### src/rtl/common_pkg.sv
// Shared types for the systolic matrix-multiply datapath: lane payload and feeder FSM states.
package common_pkg;

    localparam int unsigned DATA_WIDTH = 16;

    // One lane element travelling into the PE array edge.
    typedef struct packed {
        logic                  last;
        logic [DATA_WIDTH-1:0] data;
    } matrix_data_t;

    // Zero bubble pushed into skew lines whenever no operand is accepted.
    localparam matrix_data_t MATRIX_BUBBLE = '{last: 1'b0, data: '0};

    typedef enum logic [1:0] {
        FEED_IDLE  = 2'd0,
        FEED_LOAD  = 2'd1,
        FEED_FLUSH = 2'd2,
        FEED_DONE  = 2'd3
    } feeder_state_t;

endpackage

### src/rtl/matrix_feeder_skew_line.sv
// skew_line: DEPTH-stage shift register of lane elements; lane i of the feeder uses DEPTH = i+1.
module skew_line
    import common_pkg::*;
#(
    parameter int unsigned DEPTH = 1
) (
    input  logic         clk_i,
    input  logic         rst_ni,
    input  matrix_data_t in_i,
    output matrix_data_t out_o
);

    matrix_data_t stage_q [DEPTH];

    // Shift one stage per cycle; reset flushes the line to bubbles.
    always_ff @(posedge clk_i or negedge rst_ni) begin
        if (!rst_ni) begin
            for (int unsigned i = 0; i < DEPTH; i++) begin
                stage_q[i] <= MATRIX_BUBBLE;
            end
        end else begin
            stage_q[0] <= in_i;
            for (int unsigned i = 1; i < DEPTH; i++) begin
                stage_q[i] <= stage_q[i-1];
            end
        end
    end

    assign out_o = stage_q[DEPTH-1];

endmodule

### src/rtl/matrix_feeder.sv
// matrix_feeder: accepts N-element operand vectors and emits them as a diagonal
// wavefront (lane i delayed i+1 cycles) into one edge of the PE array.
// Optional build macro FEEDER_BUBBLE_CNT_EN adds bubble_cnt_o (LOAD cycles without a beat).
module matrix_feeder
    import common_pkg::*;
#(
    parameter int unsigned N     = 4,
    parameter int unsigned K_MAX = 16
) (
    input  logic                         clk_i,
    input  logic                         rst_ni,
    input  logic                         start_i,
    input  logic [$clog2(K_MAX+1)-1:0]   k_i,
    input  logic                         in_valid_i,
    output logic                         in_ready_o,
    input  logic [N*DATA_WIDTH-1:0]      in_data_i,
    output matrix_data_t [N-1:0]         out_o,
    output logic                         busy_o,
    output logic                         done_o
`ifdef FEEDER_BUBBLE_CNT_EN
    ,
    output logic [15:0]                  bubble_cnt_o
`endif
);

    localparam int unsigned KW = $clog2(K_MAX+1);
    localparam int unsigned FW = (N > 1) ? $clog2(N) : 1;
    localparam logic [KW-1:0] K_SAT      = KW'(K_MAX);
    localparam logic [FW-1:0] FLUSH_LAST = FW'((N > 1) ? (N - 2) : 0);

    feeder_state_t   state_q, state_d;
    logic [KW-1:0]   k_q, k_d;
    logic [KW-1:0]   beat_cnt_q, beat_cnt_d;
    logic [FW-1:0]   flush_cnt_q, flush_cnt_d;
    logic            ready_d, busy_d, done_d;
    logic            beat_acc;
    logic            beat_last;

    assign beat_acc  = in_valid_i && in_ready_o;
    assign beat_last = (beat_cnt_q + KW'(1)) == k_q;

    // Next-state, counter and registered-output decode.
    always_comb begin
        state_d     = state_q;
        k_d         = k_q;
        beat_cnt_d  = beat_cnt_q;
        flush_cnt_d = flush_cnt_q;
        ready_d     = 1'b0;
        busy_d      = 1'b0;
        done_d      = 1'b0;

        case (state_q)
            FEED_IDLE: begin
                if (start_i) begin
                    if (k_i == '0) begin
                        state_d = FEED_DONE;
                    end else begin
                        state_d    = FEED_LOAD;
                        k_d        = (k_i > K_SAT) ? K_SAT : k_i;
                        beat_cnt_d = '0;
                    end
                end
            end
            FEED_LOAD: begin
                if (beat_acc) begin
                    beat_cnt_d = beat_cnt_q + KW'(1);
                    if (beat_last) begin
                        flush_cnt_d = '0;
                        state_d     = (N > 1) ? FEED_FLUSH : FEED_DONE;
                    end
                end
            end
            FEED_FLUSH: begin
                if (flush_cnt_q == FLUSH_LAST) begin
                    state_d = FEED_DONE;
                end else begin
                    flush_cnt_d = flush_cnt_q + FW'(1);
                end
            end
            FEED_DONE: begin
                state_d = FEED_IDLE;
            end
            default: begin
                state_d = FEED_IDLE;
            end
        endcase

        ready_d = (state_d == FEED_LOAD);
        busy_d  = (state_d == FEED_LOAD) || (state_d == FEED_FLUSH);
        done_d  = (state_d == FEED_DONE);
    end

    // State, counters and handshake/status flops.
    always_ff @(posedge clk_i or negedge rst_ni) begin
        if (!rst_ni) begin
            state_q     <= FEED_IDLE;
            k_q         <= '0;
            beat_cnt_q  <= '0;
            flush_cnt_q <= '0;
            in_ready_o  <= 1'b0;
            busy_o      <= 1'b0;
            done_o      <= 1'b0;
        end else begin
            state_q     <= state_d;
            k_q         <= k_d;
            beat_cnt_q  <= beat_cnt_d;
            flush_cnt_q <= flush_cnt_d;
            in_ready_o  <= ready_d;
            busy_o      <= busy_d;
            done_o      <= done_d;
        end
    end

    // One skew line per lane; lane i is i+1 stages deep.
    for (genvar i = 0; i < N; i++) begin : g_lane
        matrix_data_t lane_in;

        // Accepted element or a zero bubble enters the line.
        always_comb begin
            lane_in = MATRIX_BUBBLE;
            if (beat_acc) begin
                lane_in.last = beat_last;
                lane_in.data = in_data_i[i*DATA_WIDTH +: DATA_WIDTH];
            end
        end

        skew_line #(
            .DEPTH (i + 1)
        ) u_skew_line (
            .clk_i  (clk_i),
            .rst_ni (rst_ni),
            .in_i   (lane_in),
            .out_o  (out_o[i])
        );
    end

`ifdef FEEDER_BUBBLE_CNT_EN
    logic [15:0] bubble_cnt_q;

    // Saturating count of LOAD cycles with no accepted beat, cleared by a new start.
    always_ff @(posedge clk_i or negedge rst_ni) begin
        if (!rst_ni) begin
            bubble_cnt_q <= '0;
        end else if ((state_q == FEED_IDLE) && start_i) begin
            bubble_cnt_q <= '0;
        end else if ((state_q == FEED_LOAD) && !beat_acc && (bubble_cnt_q != 16'hFFFF)) begin
            bubble_cnt_q <= bubble_cnt_q + 16'd1;
        end
    end

    assign bubble_cnt_o = bubble_cnt_q;
`endif

endmodule

### config.mk
export PLATFORM = sky130hd
export DESIGN_NAME = matrix_feeder
export DESIGN_NICKNAME = d
export VERILOG_FILES = /design/src/rtl/common_pkg.sv /design/src/rtl/matrix_feeder_skew_line.sv /design/src/rtl/matrix_feeder.sv
export SDC_FILE = /design/constraint.sdc
export NUM_CORES = 1
export LEC_CHECK = 0
export CAP_MARGIN = 30
export CORE_MARGIN = 2
export CORE_UTILIZATION = 49
export CTS_CLUSTER_DIAMETER = 200
export DETAILED_ROUTE_END_ITERATION = 10
export HOLD_SLACK_MARGIN = 0.08
export PLACE_DENSITY = 0.9
export SKIP_CTS_REPAIR_TIMING = 1
export SLEW_MARGIN = 20
export SYNTH_ARGS = -nofsm -noshare
export SYNTH_HDL_FRONTEND = slang
export SYNTH_SLANG_ARGS = --single-unit
### constraint.sdc
create_clock -name clk_i -period 2.2 [get_ports clk_i]
set_input_delay 0.55 -clock clk_i [delete_from_list [all_inputs] [get_ports clk_i]]
set_output_delay 0.55 -clock clk_i [all_outputs]
set_load 0.03 [all_outputs]
; After elaboration in Yosys (flattened, before gate mapping)
; Index checks and enable logic that the tools add are counted.
[op_classes]
eq_ne = 13
muxes = 19
n_reduce_logical = 9
n_bitwise = 1
add_sub_neg = 2
order_cmp = 1
[ops]
columns = cell, count
row1 = 17-bit 2-to-1 mux, 4
row2 = 5-bit 2-to-1 mux, 4
row3 = 2-bit 2-to-1 mux, 8
row4 = "2-bit equality test, second input constant", 5
row5 = "2-bit != test, second input constant", 5
row6 = 5-bit one-hot mux with 2 select lines, 1
row7 = 2-bit one-hot mux with 4 select lines, 1
row8 = 4-bit AND reduction, 2
row9 = "5-bit by 1-bit adder with 5-bit output, second input constant", 1
row10 = 5-bit equality test, 1
row11 = "5-bit > comparator, second input constant", 1
row12 = 5-bit zero test, 1
row13 = "2-bit by 1-bit equality test with 1-bit output, second input constant", 2
row14 = 2-bit one-hot mux with 2 select lines, 1
row15 = 2-bit nonzero test, 2
row16 = 3-bit AND reduction, 1
row17 = "2-bit by 1-bit adder with 2-bit output, second input constant", 1
row18 = 2-bit zero test, 1
row19 = 1-bit logical AND, 1
row20 = 1-bit logical OR, 1
row21 = 1-bit NOT, 1
[totals]
ff_bits = 187
input_bits = 73
output_inout_bits = 71
elab_cells = 72

; Depth between registers and ports, before layout
; Gate-level depths: netlist of the first run.
[logic_depth]
word_depth = 7
ltp_mapped = 8
ltp_nobuf = 8

; By module
; Synthesis of the first run repeated with hierarchy kept, for this count alone.
[hier_totals]
hier_cells = 401
hier_area_um2 = 6033.3
[by_module_without_submodules]
columns = mod, area_each_um2, cells_each, instances, seq_area_each_um2
row1 = skew_line at g_lane[3].u_skew_line, 1829.3, 85, 1, 1701.6
row2 = skew_line at g_lane[2].u_skew_line, 1403.8, 68, 1, 1276.2
row3 = matrix_feeder, 1396.3, 180, 1, 425.4
row4 = skew_line at g_lane[1].u_skew_line, 978.4, 51, 1, 850.8
row5 = skew_line at g_lane[0].u_skew_line, 425.4, 17, 1, 425.4

; Least setup slack after synthesis of the first run
; No wires, ideal clock.
[synth_timing]
kind = reg2reg
from = reg beat_cnt_q[0]
to = reg busy_o
required_time_ps = 2087
t_arrival_ps = 1893
period_less_slack_ps = 2006
setup_time_ps = 113
n_path_buf = 0
path_stages_with_launch = 8
setup_slack_ps = 194
cell_sequence = dfrtp_1 ha_1 xnor2_1 nand3_1 a2111oi_4 o211ai_1 ha_1 inv_1
[synth_between]
elab_chain_cells = 7
elab_cells_between_ends = 8
cone_classes = 1 x add/sub / 3 x eq/ne / 3 x mux / 1 x reduce/logical
[synth_lines]
columns = item, line_no
row1 = start: declaration, matrix_feeder.sv:33  ; logic [KW-1:0] beat_cnt_q, beat_cnt_d;
row2 = start signal: assignment, matrix_feeder.sv:106  ; beat_cnt_q <= beat_cnt_d;
row3 = 5-bit by 1-bit adder with 5-bit output (*), matrix_feeder.sv:40  ; assign beat_last = (beat_cnt_q + KW'(1)) == k_q;
row4 = 5-bit equality test (*), matrix_feeder.sv:40
row5 = 2-bit 2-to-1 mux (*), matrix_feeder.sv:67  ; if (beat_last) begin
row6 = 2-bit 2-to-1 mux (*), matrix_feeder.sv:65  ; if (beat_acc) begin
row7 = 2-bit one-hot mux with 4 select lines (*), matrix_feeder.sv:52  ; case (state_q)
row8 = 2-bit by 1-bit equality test with 1-bit output / 2-bit equality test (equally long branches), matrix_feeder.sv:89  ; busy_d = (state_d == FEED_LOAD) || (state_d == FEED_FLUSH);
row9 = 1-bit logical OR (*), matrix_feeder.sv:89
row10 = named net busy_d, matrix_feeder.sv:35  ; logic ready_d, busy_d, done_d;
row11 = end signal: assignment, matrix_feeder.sv:109  ; busy_o <= busy_d;
row12 = end: declaration, matrix_feeder.sv:18  ; output logic busy_o,
; Mark *: on every way through the listed nets, which the timed path passes. The rest lies on a longest branch.
; A chain may end at the register's enable or synchronous reset.

; Worst setup path after layout of the first run
; Ends and elaborated chain as after synthesis.

==> results of run 1 <==
-- metrics by stage --
stage	setup WS, ps	utilization	power, mW
3_5_place_dp	-260	0.617	5.76
3_3_place_gp	-164	0.617	5.64
5_1_grt	10.3	0.670	8.93
2_1_floorplan	194	-	5.14
6_report	76.6	0.670	8.51
4_1_cts	-74.9	0.665	8.55
-- sequential cells by signal, indices dropped and copies added, names as in the netlist --
name,flops
beat_cnt_q,5
busy_o,1
done_o,1
flush_cnt_q,2
g_lane.u_skew_line.out_o,68
g_lane.u_skew_line.stage_q,96
in_ready_o,1
k_q,5
state_q,2
-- worst reg2reg max path: cells and delay by family (launching register included) --
| kind | cells | cell delay [ps] |
|---|---|---|
| AO/OA/AOI/OAI | 3 | 1100 |
| adder cells (fa/ha/maj) | 2 | 500 |
| buffers and inverters | 1 | 40 |
| flip-flops | 1 | 410 |
-- placed cells by master, fill, tap and decap left out, types with 2 or more instances in the layout --
master / instances
dfrtp_1: 178
clkdlybuf4s50_1: 140
and3_1: 64
clkbuf_16: 17
buf_4: 13
nand2_1: 11
nor2_1: 9
o21ai_0: 8
nand2b_1: 5
a21oi_1: 5
nand3_1: 5
xnor2_1: 4
inv_6: 4
inv_1: 3
dfrtp_2: 3
clkinv_4: 3
xor2_1: 2
nor2b_1: 2
a21o_1: 2
o211ai_1: 2
a22o_1: 2
ha_1: 2
inv_8: 2
clkinvlp_4: 2
clkbuf_1: 2
buf_12: 2
-- synthesized netlist by cell type (2+ instances only) --
| cell | count | area, µm² |
|---|---|---|
| dfrtp_1 | 181 | 4530 |
| and3_1 | 64 | 400 |
| buf_4 | 52 | 390 |
| clkbuf_1 | 16 | 60.1 |
| nand2_1 | 11 | 41.3 |
| nor2_1 | 9 | 33.8 |
| o21ai_0 | 8 | 40.0 |
| nand2b_1 | 6 | 37.5 |
| a21oi_1 | 5 | 25.0 |
| nand3_1 | 5 | 25.0 |
| xnor2_1 | 4 | 35.0 |
| ha_1 | 3 | 37.5 |
| inv_1 | 3 | 11.3 |
| a21o_1 | 2 | 15.0 |
| a22o_1 | 2 | 17.5 |
| nor2b_1 | 2 | 12.5 |
| o211ai_1 | 2 | 15.0 |
| xor2_1 | 2 | 17.5 |
-- area by class of cell --
cell class                      count  area, µm²
Tap cell                          143        179
Fill cell                         779       3800
Multi-Input combinational cell    136        885
Clock inverter                     13        120
Inverter                            3       11.3
Timing Repair Buffer              157       1560
Clock buffer                       19        433
Sequential cell                   181       4530
-- how the worst max path moves through the flow --
stage / to / slack (ps)
3_3_place_gp: busy_o / -160
6_report: busy_o / 80
4_1_cts: busy_o / -70
2_1_floorplan: busy_o / 190
3_5_place_dp: busy_o / -260
5_1_grt: busy_o / 10
-- kinds of logic (layout without fill, tap and decap cells) --
kind of cell,after synthesis,after routing,synth area share
AO/OA/AOI/OAI,26,26,0.0327
XOR/XNOR,6,6,0.00897
adder cells (fa/ha/maj),3,3,0.00641
buffers and inverters,71,192,0.0788
flip-flops,181,181,0.774
multiplexers,1,1,0.00192
AND/OR/NAND/NOR,100,100,0.0976
-- metal layers --
layer	vias up	part of all wire	wire, µm
met4	0	0.018	189
li1	1446	-	-
met1	1589	0.42	4350
met3	14	0.050	519
met5	-	0	0
met2	111	0.51	5290
-- power by group --
| part | switching, mW | internal [mW] | leakage, nW |
|---|---|---|---|
| Sequential | 0.227 | 3.80 | 2.46 |
| Clock | 1.29 | 1.49 | 0.266 |
| Combinational | 0.962 | 0.744 | 1.15 |
| Total | 2.48 | 6.03 | 3.87 |
==> run_results.csv, run 1 <==
group,metric,value,unit
run_status,status,"finished clean",
sta,setup_viol_count_final,0,
finish,nets,572,
pwr,power.static_leakage,3.87,nW
routing,first_pass_iters,4,
finish,final_cell_count_no_fill,652,
clocking,worst_skew_pair_latency,410,ps
critical_path,number_of_buffers_and_inverters_on_the_critical_path,1,
routing,detail_route.drc_violations,0,
critical_path,regToRegEndpoint,"busy_o",
grt,met2_track_utilization_from_global_routing,0.286,
critical_path,crit_path_max_fanout,5,
clocking,cts_buffer_depth,2,
sta,max_clock_freq,0.471,GHz
routing,drt_iter0_markers,198,
synthesis,synth-warning-count,0,
critical_path,worst_path_max_delay_cell,"a2111oi_4",
grt,grt.total_usage,0.174,
sta,worstMarginPinSlew,552,ps
sta,hold_ws,91.5,ps
synthesis,dominantRegCellSynth,"dfrtp_1",
sta,timing.clock.skew,7.31,ps
pwr,max_vdd_drop,0.000754,V
finish,antenna_cells_inserted,0,
critical_path,critPathRequiredTime,2510,ps
routing,detail_route.wirelength,10300,µm
grt,pin_count_of_the_biggest_net_entering_global_routing,67,
finish,area_growth_syn_to_layout,31.8,%
clocking,cts_buffers,17,
synthesis,synth_cells,388,
die,floorplan.die_area,0.0128,mm²
critical_path,timing.setup.critical_path_class,"flip-flop to flip-flop",
critical_path,critical-path-top-delay-family,"compound AO/OA/AOI/OAI gates",
critical_path,cp_num_cells,6,
critical_path,reg2regPathDepth,6,
grt,overflow,0,
routing,final_antenna_violating_net_count,0,
die,die_w,113,µm
synthesis,synth_seq_area_share,0.774,
synthesis,netlist_area,0.00586,mm²
die,total_i_o_pin_count,144,
die,placementRows,39,
clocking,ctsRootBufferMaster,"clkbuf_16",
critical_path,setup_crit_start,"beat_cnt_q[0]",
synthesis,synth_edf_count,0,
sta,share_of_the_cycle_needed_by_the_critical_path_after_routing,0.965,
grt,grt_pass1_vias,3368,
sta,hold_violations,0,
critical_path,worst_path_largest_cell_delay,530,ps
grt,grt_first_pass_wirelength,16800,µm
placement,gp_congestion,0.753,
clocking,clkSinkCount,181,
placement,place_inst,615,
critical_path,r2r_start,"beat_cnt_q[0]",
grt,use_met3,0.0525,
clocking,cts_tree,"built",
synthesis,yosysUniqueCellTypes,29,
routing,vias,3160,
grt,grt_antenna_before_repair,0,
critical_path,setup.reg_to_reg.worst_slack,80,ps
grt,grt.busiest_layer,"met2",
sta,rsz0062_at_grt,"false",
die,start_util,0.508,
clocking,clk_pin_slew,70,ps
sta,min_period,2120,ps
routing,wl_per_cell,15.9,µm
job,maxCapViolCount,0,
synthesis,synth-async-reset-ratio,1.00,
worst_hold_path,worstHoldPathType,"input pin to asynchronous set/reset pin",
critical_path,crit_path_cell_trace,"ha_4 -> a311o_1 -> a2111oi_4 -> o211ai_1 -> ha_1 -> inv_1",
synthesis,yosys_register_bits,181,
clocking,h_tree_depth,4,
die,fp.coreArea,0.0115,mm²
synthesis,mappedNetlistNets,464,
pwr,power_per_cell_area,1100,mW/mm²
finish,fin_area,0.00772,mm²
placement,port_buffers,143,
grt,global_route.usage.met1,0.221,
critical_path,critical_path_arrival,2440,ps
sta,timing.setup.tns,0,ps
placement,place.detailed.hpwl,6920,µm
critical_path,critPathLaunchType,"flip-flop",
critical_path,setup.worst_path.end_class,"flip-flop",
synthesis,synth_area_per_cell,15.1,µm²
routing,avgViaCountPerCell,4.85,
die,fp.dieH,113,µm
sta,maxSlewViolCount,0,
placement,placed_cell_area,0.00710,mm²
sta,slew_headroom,0.632,
finish,share_of_cells_above_drive_strength_1,0.110,
No activity file was read; power rests on OpenSTA's default activity.
==> inputs of run 2 (changes only) <==
Settings changed: ABC_AREA set to 1, SLEW_MARGIN 20 to 40.
==> run 2 against run 1 <==
Net effect: utilization down 1.7 points; first-iteration DRC count grew 27%; highest routed layer unchanged; worst setup slack better by 61 ps; largest power group unchanged.
==> run_results.csv, run 2 <==
group,metric,value,unit
critical_path,crit_path_max_fanout,3,
synthesis,synth-warning-count,0,
critical_path,critical_path_arrival,1510,ps
routing,first_pass_iters,4,
synthesis,yosysUniqueCellTypes,24,
clocking,cts_buffers,17,
sta,worstMarginPinSlew,656,ps
clocking,cts_buffer_depth,2,
grt,grt_antenna_before_repair,0,
die,floorplan.die_area,0.0131,mm²
finish,multi_input_combinational_cell_area,673,µm²
grt,overflow,0,
die,placementRows,40,
placement,port_buffers,143,
worst_hold_path,worstHoldPathType,"input pin to asynchronous set/reset pin",
die,total_i_o_pin_count,144,
synthesis,synthTopCellsByCount,"dfrtp_1 (181), inv_1 (87), nor2_1 (71), buf_4 (52), nand2_1 (28)",
finish,share_of_cells_above_drive_strength_1,0.0871,
synthesis,synth_area_per_cell,12.6,µm²
synthesis,dominantRegCellSynth,"dfrtp_1",
routing,detail_route.drc_violations,0,
routing,final_antenna_violating_net_count,0,
synthesis,synth_compound_area_frac,0.0105,
critical_path,worst_path_largest_cell_delay,690,ps
synthesis,synth_cells,475,
synthesis,mappedNetlistNets,551,
sta,rsz0062_at_grt,"false",
clocking,worst_skew_pair_latency,420,ps
synthesis,synth.area.mux_share,0,
critical_path,setup.reg_to_reg.worst_slack,250,ps
grt,grt_pass1_vias,3624,
critical_path,worst_path_max_delay_cell,"clkdlybuf4s50_1",
finish,largest_register_ffs,96,
routing,wl_per_cell,15.1,µm
synthesis,synth_area_leaders,"dfrtp_1 (76%), buf_4 (6.5%), inv_1 (5.5%)",
finish,fin_area,0.00781,mm²
synthesis,yosys.area_share.simple,0.0956,
routing,vias,3394,
finish,largest_register,"g_lane.u_skew_line.stage_q",
finish,most_used_cells_in_the_layout_excluding_fill_and_tap_cells,"dfrtp_1 (181), clkdlybuf4s50_1 (142), inv_1 (87), nor2_1 (71), nand2_1 (27)",
synthesis,main_combinational_cell_family_by_area_after_synthesis,"buffers and inverters",
placement,placed_cell_area,0.00723,mm²
synthesis,synth_edf_count,0,
synthesis,yosys_register_bits,181,
die,die_w,114,µm
clocking,cts_tree,"built",
sta,share_of_the_cycle_needed_by_the_critical_path_after_routing,0.937,
finish,leading_cell_type_in_the_layout_fill_and_taps_excluded,"dfrtp_1",
finish,area_growth_syn_to_layout,31.0,%
run_status,status,"finished clean",
clocking,ctsRootBufferMaster,"clkbuf_16",
sta,hold_ws,90.7,ps
routing,drt_iter0_markers,252,
finish,nFillCells,827,
critical_path,setup.worst_path.end_class,"primary output",
sta,setup_viol_count_final,0,
pwr,max_vdd_drop,0.000545,V
clocking,h_tree_depth,4,
grt,pin_count_of_the_biggest_net_entering_global_routing,65,
routing,detail_route.wirelength,11200,µm
critical_path,critPathRequiredTime,1650,ps
synthesis,synth_most_common_cell,"dfrtp_1",
sta,max_clock_freq,0.485,GHz
routing,avgViaCountPerCell,4.56,
placement,gp_congestion,0.846,
finish,antenna_cells_inserted,0,
synthesis,synth_seq_area_share,0.759,
finish,ff_latch_area,0.00453,mm²
job,maxCapViolCount,0,
clocking,clk_pin_slew,60,ps
sta,maxSlewViolCount,0,
synthesis,post_synth_xor_area_fraction,0,
critical_path,timing.setup.critical_path_class,"flip-flop to primary output",
pwr,power_per_cell_area,1130,mW/mm²
finish,nets,660,
die,fp.dieH,114,µm
critical_path,crit_path_cell_trace,"clkdlybuf4s50_1",
die,start_util,0.499,
critical_path,critPathLaunchType,"flip-flop",
pwr,power.static_leakage,4.01,nW
synthesis,synth_area_leader_cell,"dfrtp_1",
sta,slew_headroom,0.563,
sta,hold_violations,0,
placement,place.detailed.hpwl,7640,µm
synthesis,netlist_area,0.00597,mm²
finish,final_core_utilization,0.653,
clocking,clkSinkCount,181,
grt,grt.total_usage,0.187,
synthesis,synth-async-reset-ratio,1.00,
die,fp.coreArea,0.0120,mm²
sta,min_period,2060,ps
grt,grt_first_pass_wirelength,17900,µm
synthesis,synth_largest_type_area_fraction,0.759,
critical_path,number_of_buffers_and_inverters_on_the_critical_path,1,
sta,timing.clock.skew,6.22,ps
synthesis,synth_fa_ha_area_frac,0.00629,
critical_path,critical-path-top-delay-family,"buffers and inverters",
## run 2: cell count changes after synthesis, sizes merged, moves of 4 or more
cell | previous run | this run
a21oi | 5 | 1
and3 | 64 | 0
buf | 52 | 60
clkbuf | 16 | 0
inv | 3 | 89
nand2 | 11 | 33
nand2b | 6 | 0
nand3 | 5 | 17
nand4 | 0 | 6
nor2 | 9 | 73
xnor2 | 4 | 0
## run 2: path summary, 6_finish.rpt
path | end | cells after the start | start
max | in_ready_o | 1 | in_ready_o
min | g_lane[3].u_skew_line.stage_q[37] | 1 | rst_ni
max reg2reg | busy_o | 10 | beat_cnt_q[0]
min reg2reg | g_lane[3].u_skew_line.stage_q[38] | 0 | g_lane[3].u_skew_line.stage_q[55]
max in group asynchronous | g_lane[3].u_skew_line.stage_q[41] | 2 | rst_ni
min in group clk_i | g_lane[3].u_skew_line.stage_q[38] | 0 | g_lane[3].u_skew_line.stage_q[55]
## run 2: cells by family after synthesis
logic type,Yosys count
AND/OR/NAND/NOR,130
adder cells (fa/ha/maj),3
buffers and inverters,149
flip-flops,181
AO/OA/AOI/OAI,12
## run 2: report_power, final
part           switching (mW)  internal, mW
Clock                    1.23          1.69
Combinational            1.10         0.688
Sequential              0.253          3.87
## run 2: layout make-up
class | count | area share
clock buffer | 22 | 0.0620
clock inverter | 10 | 0.0122
sequential | 181 | 0.580
inverter | 89 | 0.0431
multi-input combinational | 145 | 0.0862
tap | 147 | 0.0235
timing repair buffer | 150 | 0.193
## run 2: layer usage
metal	up-vias	track usage	wire, µm
met2	114	0.333	6140
li1	1562	-	-
met3	20	0.0630	616
met4	0	0.0911	246
met1	1698	0.199	4200
met5	-	0	0
## run 2: metrics by stage
stage          setup WS, ps  instances  TNS [ps]  total power [mW]
2_1_floorplan           486        475         0              5.31
3_3_place_gp           64.2        712         0              5.83
3_5_place_dp          -10.7        712     -10.7              5.98
4_1_cts                 119        744         0              8.90
5_1_grt                92.9        744         0              9.24
6_report                138        744         0              8.83
==> inputs of run 3 (changes only) <==
Clock period 2.2 ns to 2.5 ns, I/O delays scaled along.
==> run 3 against run 2 <==
Net effect: hold slack improved by 42 ps; utilization fell by 0.37 points; die area did not move; worst setup slack improved by 230 ps; register-to-register slack improved by 260 ps; clock power fell by 13%; final cell count fell by 0.67%; clock-buffer cell count fell by 2; via count fell by 2.1%.
==> run_results.csv, run 3 (synthesized netlist as in run 2, its figures left out) <==
group,metric,value,unit
pwr,max_vdd_drop,0.000485,V
routing,detail_route.wirelength,10600,µm
grt,overflow,0,
job,maxCapViolCount,0,
die,die_w,114,µm
finish,most_used_cells_in_the_layout_excluding_fill_and_tap_cells,"dfrtp_1 (181), clkdlybuf4s50_1 (142), inv_1 (87), nor2_1 (71), nand2_1 (27)",
critical_path,critPathRequiredTime,1880,ps
critical_path,worst_path_max_delay_cell,"clkdlybuf4s50_1",
sta,setup_viol_count_final,0,
sta,rsz0062_at_grt,"false",
die,start_util,0.499,
clocking,cts_buffers,17,
finish,area_growth_syn_to_layout,30.2,%
placement,place.detailed.hpwl,7350,µm
placement,place_inst,708,
pwr,power_per_cell_area,992,mW/mm²
sta,timing.setup.tns,0,ps
placement,gp_congestion,0.841,
grt,grt.total_usage,0.178,
pwr,internal,5.48,mW
grt,grt_first_pass_wirelength,17500,µm
finish,nets,656,
sta,hold_violations,0,
critical_path,crit_path_cell_trace,"clkdlybuf4s50_1",
clocking,worst_skew_pair_latency,410,ps
critical_path,worst_path_largest_cell_delay,690,ps
clocking,clk_pin_slew,60,ps
sta,timing.clock.skew,5.78,ps
grt,pin_count_of_the_biggest_net_entering_global_routing,87,
die,placementRows,40,
finish,largest_register,"g_lane.u_skew_line.stage_q",
routing,detail_route.drc_violations,0,
die,total_i_o_pin_count,144,
clocking,clkSinkCount,181,
pwr,comb_power_share,0.203,
critical_path,crit_path_max_fanout,3,
finish,antenna_cells_inserted,0,
die,floorplan.die_area,0.0131,mm²
pwr,netSwitchingFraction,0.289,
critical_path,critical-path-top-delay-family,"buffers and inverters",
die,fp.dieH,114,µm
clocking,h_tree_depth,4,
clocking,cts_buffer_depth,2,
sta,worstMarginPinSlew,673,ps
sta,slew_headroom,0.551,
die,fp.coreArea,0.0120,mm²
placement,port_buffers,143,
sta,share_of_the_cycle_needed_by_the_critical_path_after_routing,0.853,
grt,grt_antenna_before_repair,0,
critical_path,critical_path_arrival,1510,ps
routing,vias,3324,
run_status,status,"finished clean",
critical_path,timing.setup.critical_path_class,"flip-flop to primary output",
pwr,power.share.clock,0.326,
finish,leading_cell_type_in_the_layout_fill_and_taps_excluded,"dfrtp_1",
finish,share_of_cells_above_drive_strength_1,0.0760,
finish,largest_register_ffs,96,
finish,final_cell_count_no_fill,739,
critical_path,critPathLaunchType,"flip-flop",
pwr,totalPowerFinal,7.71,mW
sta,maxSlewViolCount,0,
routing,drt_iter0_markers,389,
grt,grt_pass1_vias,3595,
pwr,power_switching,2.23,mW
clocking,cts_tree,"built",
sta,max_clock_freq,0.469,GHz
critical_path,number_of_buffers_and_inverters_on_the_critical_path,1,
pwr,p_seq_frac,0.470,
routing,final_antenna_violating_net_count,0,
worst_hold_path,worstHoldPathType,"input pin to asynchronous set/reset pin",
clocking,ctsRootBufferMaster,"clkbuf_16",
routing,wl_per_cell,14.4,µm
pwr,power.static_leakage,3.97,nW
routing,first_pass_iters,4,
critical_path,setup.worst_path.end_class,"primary output",
routing,avgViaCountPerCell,4.50,
sta,min_period,2130,ps
## run 3: cell types whose count changed in the layout (fill, tap and decap cells not counted)
cell	previous run	this run
buf_4	5	1
bufinv_16	1	2
clkbuf_1	1	3
clkbuf_8	4	0
clkinv_2	3	2
clkinv_4	2	3
## run 3: final timing paths
path | from | end | slack (ps) | depth (start not counted)
setup / recovery | in_ready_o | in_ready_o | 370 | 1
hold / removal | rst_ni | g_lane[1].u_skew_line.stage_q[26] | 130 | 1
setup reg to reg | beat_cnt_q[0] | busy_o | 510 | 12
hold reg to reg | g_lane[3].u_skew_line.stage_q[41] | g_lane[3].u_skew_line.stage_q[24] | 340 | 0
max in group asynchronous | rst_ni | g_lane[1].u_skew_line.out_o[16] | 1590 | 2
min in group clk_i | g_lane[3].u_skew_line.stage_q[41] | g_lane[3].u_skew_line.stage_q[24] | 340 | 0
## run 3: metal layers
metal	share of wire	vias up	track usage
li1	-	1555	-
met5	0	-	0
met3	0.052	30	0.0551
met2	0.53	123	0.300
met4	0.031	0	0.0862
met1	0.39	1616	0.209
## run 3: area by class of cell
type / instances / area (µm²)
repair buffers: 146 / 1480
clock inverters: 11 / 129
well taps: 147 / 184
clock buffers: 20 / 437
inverters: 89 / 337
multi-input cells: 145 / 673
flip-flops and latches: 181 / 4530
fillers: 825 / 4190
## run 3: per-stage QoR
| stage | util | setup WS, ps | area (µm²) | hold slack (ps) |
|---|---|---|---|---|
| after global routing | 0.649 | 332 | 7770 | 156 |
| after detailed placement | 0.602 | 209 | 7200 | 335 |
| after global placement | 0.602 | 294 | 7200 | 331 |
| after floorplan | - | 786 | 5970 | 329 |
| after CTS | 0.649 | 338 | 7770 | 124 |
| final | 0.649 | 367 | 7770 | 133 |
## run 3: power by group through the flow
stage	Sequential, mW	Clock (mW)	Combinational (mW)
2_1_floorplan	3.71	0	0.969
3_3_place_gp	3.63	0	1.49
4_1_cts	3.63	2.58	1.58
6_report	3.63	2.52	1.57
5_1_grt	3.68	2.71	1.71
3_5_place_dp	3.68	0	1.57
